**src/rtl/pipe_pkg.sv**
```systemverilog
// rtl/pipe_pkg.sv - shared pipeline constants, writeback select encoding and stage entry type
package pipe_pkg;
  localparam int DATA_W   = 32;
  localparam int NUM_REGS = 16;
  localparam int ADDR_W   = 4;
  localparam logic [ADDR_W-1:0] RA_IDX  = 4'd15;
  localparam logic [DATA_W-1:0] PC_INCR = 32'd4;

  typedef enum logic [1:0] {
    WB_ALU  = 2'd0,
    WB_LD   = 2'd1,
    WB_CALL = 2'd2
  } wb_sel_e;

  typedef struct packed {
    logic              valid;
    logic [DATA_W-1:0] pc;
    logic [ADDR_W-1:0] rd;
    logic [DATA_W-1:0] alu_result;
    logic [DATA_W-1:0] ld_result;
    logic              is_ld;
    logic              is_call;
    logic              is_wb;
  } rw_entry_t;

  // A call outranks a load when both flags are set.
  function automatic wb_sel_e wb_select(input logic is_call, input logic is_ld);
    if (is_call)    return WB_CALL;
    else if (is_ld) return WB_LD;
    else            return WB_ALU;
  endfunction
endpackage

```
**src/rtl/reg_file.sv**
```systemverilog
// rtl/reg_file.sv - 16x32 architectural register file, one sync write port, two async read ports
module reg_file
  import pipe_pkg::*;
(
  input  logic              clk,
  input  logic              rst,
  input  logic              i_we,
  input  logic [ADDR_W-1:0] i_waddr,
  input  logic [DATA_W-1:0] i_wdata,
  input  logic [ADDR_W-1:0] i_raddr1,
  input  logic [ADDR_W-1:0] i_raddr2,
  output logic [DATA_W-1:0] o_rdata1,
  output logic [DATA_W-1:0] o_rdata2
);
  logic [DATA_W-1:0] r_mem [NUM_REGS];

  always_ff @(posedge clk or posedge rst) begin
    if (rst) begin
      for (int i = 0; i < NUM_REGS; i++) r_mem[i] <= '0;
    end else if (i_we) begin
      r_mem[i_waddr] <= i_wdata;
    end
  end

  assign o_rdata1 = r_mem[i_raddr1];
  assign o_rdata2 = r_mem[i_raddr2];
endmodule

```
**src/rtl/rw_stage.sv**
```systemverilog
// rtl/rw_stage.sv - writeback stage: latches MA results, commits to the register file, bypasses reads
module rw_stage
  import pipe_pkg::*;
(
  input  logic              clk,
  input  logic              rst,
  input  logic              ma_valid,
  input  logic [DATA_W-1:0] ma_pc,
  input  logic [ADDR_W-1:0] ma_rd,
  input  logic [DATA_W-1:0] ma_alu_result,
  input  logic [DATA_W-1:0] ma_ld_result,
  input  logic              ma_is_ld,
  input  logic              ma_is_call,
  input  logic              ma_is_wb,
  input  logic [ADDR_W-1:0] read_port1,
  input  logic [ADDR_W-1:0] read_port2,
  output logic [DATA_W-1:0] op1,
  output logic [DATA_W-1:0] op2,
  output logic              wb_valid,
  output logic [ADDR_W-1:0] wb_addr,
  output logic [DATA_W-1:0] wb_data,
  output logic [DATA_W-1:0] instret
);
  rw_entry_t         r_stage;
  logic [DATA_W-1:0] r_instret;
  rw_entry_t         w_next;
  logic [DATA_W-1:0] w_wb_data;
  logic [DATA_W-1:0] w_rf_data1;
  logic [DATA_W-1:0] w_rf_data2;
  logic              w_wb_valid;
  logic [ADDR_W-1:0] w_wb_addr;

  // Data fields are captured even for bubbles; only control bits are squashed.
  always_comb begin
    w_next            = '0;
    w_next.valid      = ma_valid;
    w_next.pc         = ma_pc;
    w_next.rd         = ma_rd;
    w_next.alu_result = ma_alu_result;
    w_next.ld_result  = ma_ld_result;
    w_next.is_ld      = ma_valid & ma_is_ld;
    w_next.is_call    = ma_valid & ma_is_call;
    w_next.is_wb      = ma_valid & ma_is_wb;
  end

  always_ff @(posedge clk or posedge rst) begin
    if (rst) begin
      r_stage   <= '0;
      r_instret <= '0;
    end else begin
      r_stage <= w_next;
      if (r_stage.valid) r_instret <= r_instret + 32'd1;
    end
  end

  always_comb begin
    w_wb_data = r_stage.alu_result;
    case (wb_select(r_stage.is_call, r_stage.is_ld))
      WB_CALL: w_wb_data = r_stage.pc + PC_INCR;
      WB_LD:   w_wb_data = r_stage.ld_result;
      default: w_wb_data = r_stage.alu_result;
    endcase
  end

  assign w_wb_valid = r_stage.valid & (r_stage.is_wb | r_stage.is_call);
  assign w_wb_addr  = r_stage.is_call ? RA_IDX : r_stage.rd;

  reg_file u_rf (
    .clk      (clk),
    .rst      (rst),
    .i_we     (w_wb_valid),
    .i_waddr  (w_wb_addr),
    .i_wdata  (w_wb_data),
    .i_raddr1 (read_port1),
    .i_raddr2 (read_port2),
    .o_rdata1 (w_rf_data1),
    .o_rdata2 (w_rf_data2)
  );

  // Pending write is younger than anything in the array, so it wins on address match.
  assign op1 = (w_wb_valid && read_port1 == w_wb_addr) ? w_wb_data : w_rf_data1;
  assign op2 = (w_wb_valid && read_port2 == w_wb_addr) ? w_wb_data : w_rf_data2;

  assign wb_valid = w_wb_valid;
  assign wb_addr  = w_wb_addr;
  assign wb_data  = w_wb_data;
  assign instret  = r_instret;
endmodule
```
**config.mk**
```make
export PLATFORM = sky130hd
export DESIGN_NAME = rw_stage
export DESIGN_NICKNAME = d
export VERILOG_FILES = /design/src/rtl/pipe_pkg.sv /design/src/rtl/reg_file.sv /design/src/rtl/rw_stage.sv
export SDC_FILE = /design/constraint.sdc
export NUM_CORES = 2
export LEC_CHECK = 0
export ABC_CLOCK_PERIOD_IN_PS = 31300
export BUFFER_PORTS_ARGS = -buffer_cell sky130_fd_sc_hd__buf_2
export CAP_MARGIN = 20
export CORE_UTILIZATION = 45
export CTS_BUF_LIST = sky130_fd_sc_hd__clkbuf_8
export CTS_CLUSTER_SIZE = 20
export DETAILED_ROUTE_END_ITERATION = 8
export PLACE_DENSITY_LB_ADDON = 0.1
export REMOVE_ABC_BUFFERS = 1
export SLEW_MARGIN = 5
export SYNTH_ARGS = -nofsm -noshare
export SYNTH_HDL_FRONTEND = slang
export SYNTH_SLANG_ARGS = --single-unit
export TNS_END_PERCENT = 20
```
**constraint.sdc**
```tcl
create_clock -name clk -period 31.3 [get_ports clk]
set_clock_uncertainty 0.2 [all_clocks]
set_input_delay 6.26 -clock clk [delete_from_list [all_inputs] [get_ports clk]]
set_output_delay 6.26 -clock clk [all_outputs]
set_load 0.02 [all_outputs]
```
==> out/results.ini <==
[logic_synthesis]
synth_area_leader_cell=dfrtp_1
ys_async_sr_fraction=1.00
ys_ff_latch=648
synth_cell_type_count=49
syn_area_um2=32200
synth_top_cell_area_share=0.504
yosys-top-cells-area=dfrtp_1 50%, mux4_2 20%, o21ai_0 7.4%
synth-edff-count=0
synth-warning-count=0
yosysMostFrequentCell=dfrtp_1
synth_ff_type=dfrtp_1
yosysSeqAreaShare=0.504
avgSynthCellArea_um2=11.9
synthCells=2708
yosys-top-cells-count=648 x dfrtp_1, 509 x nand2_1, 473 x o21ai_0, 292 x mux4_2, 165 x clkbuf_1

[clocking]
cts_tree=yes
clkLatencyLatePin_ns=0.72
clk_pin_slew_ns=0.05
cts.path.max_buffers=3
numCtsBuffers=112
cts_setup_buffers=0
cts.sinks=648
ctsHoldBuffers=0
cts_resized=0
clockRootBuffer=clkbuf_8
htreeDepth=3

[hold_path]
whs_path_depth=1
worst_hold_path_type=register to register
worstHoldStart=instret[31]
min_to=instret[31]

[flow_run]
drv_cap=0

[setup_path]
worstSetupPathType=input port to output pin
worst_ep_required_time_ns=24.84
start_kind=input port
regToRegSetupSlack_ns=27.42
critPathMaxFanout=48
reg2reg_depth=5
r2r_end=u_rf.r_mem[272]
worstReg2RegStart=r_stage[1]
end_kind=output pin
crit_arrival_ns=9.85

[placement]
place.gp.congestion=0.817
post-dp-hpwl_mm=57.1
numPortBuffers=246

[sta]
fin_setup_tns_ns=0
slew_headroom=0.342
whs_ns=0.270
hold_viol_final=0
clock.fmax_mhz=61.3
tightest_slew_ns=0.988
rsz0062_at_grt=false
setup_viol=0
post-route-period-util=0.521
period_minus_slack_ns=16.31
final_max_slew_viol_count=0

[finish]
drive_above_1_share=0.307
final_nets=3010
final_core_util=0.520
syn2layout_area_growth_pct=13.8

[pwr]
netSwitchingPower_uw=702
power_frac_clock=0.335
p_comb_frac=0.205
power.leakage_uw=0.0164
seq_power_share=0.460
power_per_cell_area_nw_per_um2=64.8
intPower_uw=1670
swShare=0.296
ir_drop_mv=0.0300

[status]
status=finished clean

[route]
drtAntennaViolNets=0
drt_iter0_markers=1911
num_vias=23000
drt-total-wl_mm=97.0
drt_first_pass_iters=7
route.detailed.wl_per_inst_um=24.7
drc=0
via_per_inst=5.87

[floorplanning]
die-area_um2=72600
coreArea_um2=70400
start_util=0.457
io_pins=247
fp.dieH_um=269
row_count=97
die_x_um=269

[global_route]
grt_first_pass_wirelength_mm=151
grt_max_degree=167
antenna_found_initial=5
grt.overflow.total=0
track_usage=0.276
grt_pass1_vias=24200

## final cells by class
cell class,instances,area (um^2)
Fill cell,6279,33800
Sequential cell,648,16200
Multi-Input combinational cell,1764,14900
Clock buffer,149,2050
Timing Repair Buffer,309,1790
Tap cell,940,1180
Clock inverter,54,307
Inverter,59,229
Antenna cell,2,5.00
## sequential cells by signal, summed over array words and instances (netlist names)
register and count:
r_stage 104, u_rf.r_mem 512, instret 32
## through the flow
stage | cell area [um^2] | setup WS [ns] | cells | power (uW)
after floorplan | 31200 | 6.68 | 2471 | 1420
after global placement | 34200 | 14.98 | 3717 | 1570
after detailed placement | 34200 | 14.97 | 3718 | 1590
after CTS | 36600 | 14.97 | 3921 | 2400
after global routing | 36600 | 14.81 | 3925 | 2510
final | 36600 | 14.99 | 3925 | 2370
## layer usage
metal  part of all wire  global-route usage
met1               0.41               0.372
met3              0.064              0.0482
met2               0.49               0.455
met4              0.032              0.0873
met5           0.000082                   0
## power by group through the flow
stage	clock network (uW)	logic, uW	registers, uW
floorplan	0	340	1080
global placement	0	477	1090
detailed placement	0	490	1100
CTS	818	490	1090
global route	859	538	1110
finish	796	486	1090
## critical path, cell delays in order
cell	delay (ns)
buf_6	0.35
buf_4	0.78
buf_4	0.80
mux4_2	0.60
mux4_2	0.55
mux2_2	0.29
buf_2	0.16
## cells in the final DEF (no fill, tap or decap), types with 4 or more instances in the layout
master       n
nor4_1       5
nor2_1      37
nand3_1     24
nand4_1     13
nand3_2      8
clkbuf_8   151
xnor2_1     32
mux4_2     292
o221ai_1     5
buf_4       60
nand2b_1     4
dfrtp_1    646
a31o_2       7
mux2i_1     40
a31oi_1      5
inv_1       94
mux2_2      99
nor3_1      10
o21ai_0    473
o22ai_1      8
nand2_2      7
o21ai_2      9
and4_1       7
buf_2      242
a21oi_1     24
and3_1      12
or4_1       12
and2_1       4
nand2_1    501
xor2_1      14
or3_1        8
clkinv_2    11
a211oi_1    29
a2111oi_0   10
nor2b_1     31
o31ai_1     10
## worst max path at each step
stage                             start          to  slack [ns]  cells after the start
final                     read_port1[1]     op1[28]       14.99                      7
after global routing      read_port1[1]     op1[28]       14.81                      7
after CTS                 read_port1[1]     op1[28]       14.97                      7
after detailed placement  read_port1[1]     op1[28]       14.97                      7
after global placement    read_port1[1]     op1[28]       14.98                      7
after floorplan                     rst  instret[0]        6.68                      1
## kinds of logic (layout without fill, tap and decap cells)
logic type / count (synthesis) / in the layout / share of synthesized area
xor gates and xnor gates: 46 / 46 / 0.0125
buffers and inverters: 296 / 571 / 0.0377
adders and majority gates: 2 / 2 / 0.000778
DFF: 648 / 648 / 0.504
AOI/OAI and AO/OA: 597 / 597 / 0.102
and+or+nand+nor: 688 / 688 / 0.0914
other: 0 / 2 / 0
muxes: 431 / 431 / 0.251
Power figures use the tool's default switching activity.
